### src/rtl/conv_stream_if.sv
// Load/start/result bundle for conv_stream_engine; the host side drives through
// master and the engine uses slave.
interface conv_stream_if #(
  parameter int DATA_WIDTH = 8,
  parameter int ACC_WIDTH  = 20
);
  logic                  in_valid;
  logic                  in_sel;
  logic [DATA_WIDTH-1:0] in_data;
  logic                  in_ready;
  logic                  start;
  logic                  busy;
  logic                  out_valid;
  logic                  out_ready;
  logic [ACC_WIDTH-1:0]  out_data;
  logic                  out_last;

  modport master (
    output in_valid, in_sel, in_data, start, out_ready,
    input  in_ready, busy, out_valid, out_data, out_last
  );

  modport slave (
    input  in_valid, in_sel, in_data, start, out_ready,
    output in_ready, busy, out_valid, out_data, out_last
  );
endinterface

### src/rtl/conv_stream_engine.sv
// Sequential 2-D convolution: one MAC per cycle over each stride-spaced window,
// result held on a valid/ready port until taken.
module conv_stream_engine #(
  parameter int DATA_WIDTH = 8,
  parameter int MATRIX_DIM = 16,
  parameter int CONV_DIM   = 3,
  parameter int STRIDE     = 1,
  parameter int ACC_WIDTH  = 2*DATA_WIDTH + $clog2(CONV_DIM*CONV_DIM)
) (
  input logic          clk,
  input logic          rst,
  conv_stream_if.slave bus
);
  localparam int OUT_DIM = (MATRIX_DIM - CONV_DIM) / STRIDE + 1;
  localparam int KN      = CONV_DIM * CONV_DIM;
  localparam int MN      = MATRIX_DIM * MATRIX_DIM;
  localparam int KPW     = (KN > 1) ? $clog2(KN) : 1;
  localparam int MPW     = (MN > 1) ? $clog2(MN) : 1;
  localparam int CW      = (CONV_DIM > 1) ? $clog2(CONV_DIM) : 1;
  localparam int OW      = (OUT_DIM > 1) ? $clog2(OUT_DIM) : 1;

  localparam logic [KPW-1:0] K_LAST = KPW'(KN - 1);
  localparam logic [MPW-1:0] M_LAST = MPW'(MN - 1);
  localparam logic [CW-1:0]  C_LAST = CW'(CONV_DIM - 1);
  localparam logic [OW-1:0]  O_LAST = OW'(OUT_DIM - 1);

  typedef enum logic [1:0] {IDLE, RUN, OUT} state_t;
  state_t state, state_nxt;

  logic [KN-1:0][DATA_WIDTH-1:0] kmem;
  logic [MN-1:0][DATA_WIDTH-1:0] mmem;

  logic [KPW-1:0]          kptr;
  logic [MPW-1:0]          mptr;
  logic [CW-1:0]           kx, ky;
  logic [OW-1:0]           ox, oy;
  logic [ACC_WIDTH-1:0]    acc;
  logic [31:0]             row, col;
  logic [KPW-1:0]          kaddr;
  logic [MPW-1:0]          maddr;
  logic [2*DATA_WIDTH-1:0] prod;
  logic                    kdone, last_win;

  assign kdone    = (kx == C_LAST) && (ky == C_LAST);
  assign last_win = (ox == O_LAST) && (oy == O_LAST);

  // Combinational window read: matrix[oy*S+ky][ox*S+kx] against kernel[ky][kx]
  assign row   = 32'(oy) * 32'(STRIDE) + 32'(ky);
  assign col   = 32'(ox) * 32'(STRIDE) + 32'(kx);
  assign maddr = MPW'(row * 32'(MATRIX_DIM) + col);
  assign kaddr = KPW'(32'(ky) * 32'(CONV_DIM) + 32'(kx));
  assign prod  = kmem[kaddr] * mmem[maddr];

  always_ff @(posedge clk) begin
    if (rst) state <= IDLE;
    else     state <= state_nxt;
  end

  always_comb begin
    state_nxt     = state;
    bus.in_ready  = 1'b0;
    bus.busy      = 1'b1;
    bus.out_valid = 1'b0;
    bus.out_last  = 1'b0;
    bus.out_data  = acc;
    case (state)
      IDLE: begin
        bus.in_ready = 1'b1;
        bus.busy     = 1'b0;
        if (bus.start) state_nxt = RUN;
      end
      RUN: if (kdone) state_nxt = OUT;
      OUT: begin
        bus.out_valid = 1'b1;
        bus.out_last  = last_win;
        if (bus.out_ready) state_nxt = last_win ? IDLE : RUN;
      end
      default: state_nxt = IDLE;
    endcase
  end

  // Storage is deliberately outside reset: contents survive rst and start
  always_ff @(posedge clk) begin
    if (state == IDLE && bus.in_valid) begin
      if (bus.in_sel) kmem[kptr] <= bus.in_data;
      else            mmem[mptr] <= bus.in_data;
    end
  end

  always_ff @(posedge clk) begin
    if (rst) begin
      kptr <= '0;
      mptr <= '0;
      kx   <= '0;
      ky   <= '0;
      ox   <= '0;
      oy   <= '0;
      acc  <= '0;
    end else begin
      case (state)
        IDLE: begin
          // Write lands at the old pointer; start then clears both pointers
          if (bus.start) begin
            kptr <= '0;
            mptr <= '0;
            kx   <= '0;
            ky   <= '0;
            ox   <= '0;
            oy   <= '0;
            acc  <= '0;
          end else if (bus.in_valid) begin
            if (bus.in_sel) kptr <= (kptr == K_LAST) ? '0 : kptr + 1'b1;
            else            mptr <= (mptr == M_LAST) ? '0 : mptr + 1'b1;
          end
        end
        RUN: begin
          acc <= acc + ACC_WIDTH'(prod);
          if (kx == C_LAST) begin
            kx <= '0;
            ky <= (ky == C_LAST) ? '0 : ky + 1'b1;
          end else begin
            kx <= kx + 1'b1;
          end
        end
        OUT: begin
          if (bus.out_ready && !last_win) begin
            acc <= '0;
            kx  <= '0;
            ky  <= '0;
            if (ox == O_LAST) begin
              ox <= '0;
              oy <= oy + 1'b1;
            end else begin
              ox <= ox + 1'b1;
            end
          end
        end
        default: ;
      endcase
    end
  end
endmodule
### src/flat_wrapper.sv
// flat-port wrapper written by rule: the top's interface ports become plain ports
module conv_stream_engine_flat 
#(
  parameter int DATA_WIDTH = 8,
  parameter int MATRIX_DIM = 16,
  parameter int CONV_DIM   = 3,
  parameter int STRIDE     = 1,
  parameter int ACC_WIDTH  = 2*DATA_WIDTH + $clog2(CONV_DIM*CONV_DIM)
)
  (clk, rst, bus_in_valid, bus_in_sel, bus_in_data, bus_start, bus_out_ready, bus_in_ready, bus_busy, bus_out_valid, bus_out_data, bus_out_last);
  conv_stream_if #(.DATA_WIDTH(DATA_WIDTH), .ACC_WIDTH(ACC_WIDTH)) bus_i ();
  input logic clk;
  input logic rst;
  input wire logic [$bits(bus_i.in_valid)-1:0] bus_in_valid;
  input wire logic [$bits(bus_i.in_sel)-1:0] bus_in_sel;
  input wire logic [$bits(bus_i.in_data)-1:0] bus_in_data;
  input wire logic [$bits(bus_i.start)-1:0] bus_start;
  input wire logic [$bits(bus_i.out_ready)-1:0] bus_out_ready;
  output wire logic [$bits(bus_i.in_ready)-1:0] bus_in_ready;
  output wire logic [$bits(bus_i.busy)-1:0] bus_busy;
  output wire logic [$bits(bus_i.out_valid)-1:0] bus_out_valid;
  output wire logic [$bits(bus_i.out_data)-1:0] bus_out_data;
  output wire logic [$bits(bus_i.out_last)-1:0] bus_out_last;
  assign bus_i.in_valid = bus_in_valid;
  assign bus_i.in_sel = bus_in_sel;
  assign bus_i.in_data = bus_in_data;
  assign bus_i.start = bus_start;
  assign bus_i.out_ready = bus_out_ready;
  assign bus_in_ready = bus_i.in_ready;
  assign bus_busy = bus_i.busy;
  assign bus_out_valid = bus_i.out_valid;
  assign bus_out_data = bus_i.out_data;
  assign bus_out_last = bus_i.out_last;
  conv_stream_engine #(.DATA_WIDTH(DATA_WIDTH), .MATRIX_DIM(MATRIX_DIM), .CONV_DIM(CONV_DIM), .STRIDE(STRIDE), .ACC_WIDTH(ACC_WIDTH)) u_core (.clk(clk), .rst(rst), .bus(bus_i));
endmodule
### config.mk
export PLATFORM = sky130hd
export DESIGN_NAME = conv_stream_engine_flat
export DESIGN_NICKNAME = d
export VERILOG_FILES = /design/src/rtl/conv_stream_if.sv /design/src/rtl/conv_stream_engine.sv /design/src/flat_wrapper.sv
export SDC_FILE = /design/constraint.sdc
export NUM_CORES = 2
export LEC_CHECK = 0
export BUFFER_PORTS_ARGS = -buffer_cell sky130_fd_sc_hd__buf_2
export CAP_MARGIN = 0
export CORE_ASPECT_RATIO = 1.2
export CORE_MARGIN = 5
export CORE_UTILIZATION = 30
export CTS_CLUSTER_DIAMETER = 50
export DETAILED_ROUTE_END_ITERATION = 10
export PLACE_DENSITY_LB_ADDON = 0.08
export SYNTH_ARGS = -nofsm -noshare
export SYNTH_HDL_FRONTEND = slang
export SYNTH_SLANG_ARGS = --single-unit
### constraint.sdc
create_clock -name clk -period 10.4 [get_ports clk]
set_clock_uncertainty 0.2 [all_clocks]
set_input_delay 1.04 -clock clk [delete_from_list [all_inputs] [get_ports clk]]
set_output_delay 1.04 -clock clk [all_outputs]
set_load 0.03 [all_outputs]
==> qor.txt <==
post-synthesis sequential area ratio - 73.8%
Synth Net Count - 4417
Async S/R FF share, synth - 0%
synthesis-to-finish area growth - 16.1%
via count - 42300
GRT met1 Usage - 22.5%
initial antenna violation count - 16
Critical Path End Type - flop
post-synthesis instance total - 4287
TritonCTS clock tree - yes
grt ovf - 0
Tightest Hold Check Type - reg -> reg
switching power - 5.04 mW
Slew headroom - 20.9%
max-slew violations - 0
PwrDens - 208 mW/mm^2
combinational share of power - 10.0%
height of the die - 602 um
CTS max path bufs - 4
non-filler instance count after layout - 8543
Resized cells post-CTS - 0
synth warn - 0
All-Layer GR Usage - 16.8%
final WL - 257000 um
global routing's busiest layer - met2
CP required - 10930 ps
fin crit share - 91.8%
switching share of total power - 23.8%
post-placement cell count - 8047
worst reg2reg path startpoint - u_core.ox[0]
post-layout min period - 9550 ps
port bufs - 37
vias in the first global route - 44600
worst skew pair latency - 860 ps
std cell rows - 217
layout cell share with drive strength beyond 1 - 25.5%
met3 Usage GRT - 2.54%
status - finished, final reports clean
met2 Use GR - 29.0%
CTS Root Cell - clkbuf_16
first element of the critical path - u_core.ox[0]
Core Area - 0.291 sq mm
post-CTS setup buffers - 0
HP Start - u_core.bus.out_data[17]
flops & latches, synth - 2166
Starting DRT DRC Count - 3268
maximum VDD drop - 0.130 mV
Tightest Pin Transition - 1170 ps
largest net degree at the start of global routing - 150
DR DRC count - 0
drt wl/cell - 30.1 um
internal power contribution - 16.1 mW
H-Tree Depth - 5
sequential share of power - 45.5%
Leakage - 31.2 nW
maximum clock frequency - 105 MHz
total CTS buffers - 273
Nets - 4620
Initial Utilization - 30.1%
kind of critical path - reg -> reg
Pre-antenna DRT Iters - 7
final hold vios - 0
Detailed Place HPWL - 158000 um
gpl congestion - 0.769
fill count - 27100
Critical Path Start Type - flop
Hold-fix buffers, CTS - 0
die area - 0.303 sq mm
post-synthesis cell area - 0.0875 sq mm
clk sinks - 2166
CP arrival - 10080 ps
RSZ-0062 raised after global routing - false
CP Max Fanout - 38
setup violators final - 0
setup TNS - 0 ps
Max-Cap Viols - 0
I/O pin cnt - 38
ANT nets after route - 0
Netlist cell types - 77
Syn Area/Cell - 20.4 sq um
first-pass GRT wire length - 361000 um
Clock transition at path regs - 50 ps
clock network power share - 44.5%
die width - 503 um
Tot Pwr - 21.1 mW
Vias per Instance - 4.95
Post-synth EDFFs - 2120
top_reg_cell synth - edfxtp_1
[cells in the mapped netlist (10+ instances only)]
master	count	share of area [%]
fa_1	54	1.2
clkbuf_1	94	0.40
nand3_1	65	0.37
mux4_1	21	0.63
a22o_1	29	0.29
edfxtp_1	2120	73
buf_1	13	0.056
inv_1	114	0.49
mux2i_1	24	0.27
ha_1	62	0.89
o22ai_1	24	0.17
dfxtp_1	46	1.1
buf_6	20	0.26
o21ai_0	14	0.080
nand2_1	205	0.88
nor2_1	361	1.5
and2_1	13	0.093
mux4_2	594	15
a22oi_1	33	0.28
nor3_1	19	0.11
xnor2_1	12	0.12
buf_4	19	0.16
nand4_1	35	0.25
a21oi_1	83	0.47
xor2_1	10	0.10
buf_2	69	0.39
[path summary, 6_finish.rpt]
path              slack (ps)                      end  depth (start not counted)
setup / recovery         850  u_core.bus.out_data[19]                         27
hold / removal           300  u_core.bus.out_data[17]                          2
setup reg to reg         850  u_core.bus.out_data[19]                         27
hold reg to reg          300  u_core.bus.out_data[17]                          2
[metal layers]
metal | share of wire [%] | up-vias | wire length, um
met2 | 51 | 973 | 131000
met4 | 1.8 | 2 | 4520
met1 | 43 | 23000 | 111000
met3 | 4.4 | 291 | 11300
met5 | 0.0051 | - | 13
li1 | - | 18000 | -
[per-stage QoR]
| step | hold WS, ps | util [%] | worst slack, ps | instance area (sq um) |
|---|---|---|---|---|
| after floorplan | 279 | - | 2740 | 87500 |
| after global placement | 296 | 31.9 | 201 | 92600 |
| after detailed placement | 301 | 31.9 | 836 | 92700 |
| after CTS | 309 | 34.9 | 806 | 102000 |
| after global routing | 346 | 34.9 | 494 | 102000 |
| final | 302 | 34.9 | 851 | 102000 |
[registers in the layout, indices dropped and copies added, names as in the netlist]
register and count:
u_core.mptr 8, u_core.kptr 4, u_core.kx 2, u_core.mmem 2048, u_core.oy 4, u_core.kmem 72, u_core.ox 4, u_core.ky 2
u_core.state 2, u_core.bus.out_data 20
[placed cells by master, fill, tap and decap left out, types with 8 or more instances in the layout]
cell,Yosys,final
xnor2_1,12,11
clkinv_4,0,10
clkinvlp_4,0,14
dfxtp_1,46,46
nand2_1,205,193
mux2i_1,24,24
and3_1,8,8
buf_2,69,30
nor3_1,19,17
mux4_2,594,594
ha_1,62,60
buf_4,19,90
mux4_1,21,21
buf_12,3,25
nand4_1,35,35
nand3_1,65,61
clkbuf_1,94,52
o21ai_0,14,14
clkinv_1,0,37
a22o_1,29,28
nor2_1,361,359
bufinv_16,0,25
a21oi_1,83,83
edfxtp_1,2120,2120
o22ai_1,24,24
xor2_1,10,10
and2_1,13,13
clkinv_2,0,33
fa_1,54,53
inv_6,0,24
a22oi_1,33,33
buf_8,4,10
diode_2,0,8
inv_1,114,114
clkbuf_16,0,284
[logic make-up after synthesis]
| family | Yosys count | share of synthesized area [%] |
|---|---|---|
| xor+xnor | 23 | 0.239 |
| fa+ha+maj | 116 | 2.12 |
| compound gates | 249 | 1.94 |
| simple gates | 747 | 3.65 |
| buf+inv | 341 | 1.97 |
| mux | 645 | 16.3 |
| flops | 2166 | 73.8 |
[worst max-delay path, cell delays in order (launching register included)]
cell	delay [ps]
dfxtp_1	380
ha_4	200
fa_4	480
and3_1	250
ha_4	720
nor2b_1	190
nand2_1	900
o22ai_1	550
a311o_1	460
a21oi_2	640
a22oi_1	250
fa_1	520
inv_1	40
ha_1	270
ha_1	280
inv_1	50
fa_1	470
inv_1	40
ha_1	210
fa_1	470
a21o_1	180
a21oi_1	320
or3_1	190
a41oi_1	200
o41ai_1	490
a21oi_1	160
o21a_1	190
nor3_1	120
[layout make-up]
class                      count  area, sq um  share of cell area, %
inverter                     114          428                  0.421
clock buffer                 339         7340                   7.23
multi-input combinational   1780        21400                   21.1
clock inverter               149         1540                   1.52
tap                         3832         4790                   4.72
timing repair buffer         155         1480                   1.45
antenna                        8         20.0                 0.0197
sequential                  2166        64600                   63.6
[power by group through the flow]
stage	combinational (mW)	clock, mW	sequential [mW]
3_5_place_dp	2.15	0	9.80
4_1_cts	2.16	9.68	9.62
6_report	2.11	9.42	9.62
5_1_grt	2.39	10.1	9.61
3_3_place_gp	2.18	0	9.80
2_1_floorplan	1.45	0	9.82
No activity file was read; power rests on OpenSTA's default activity.
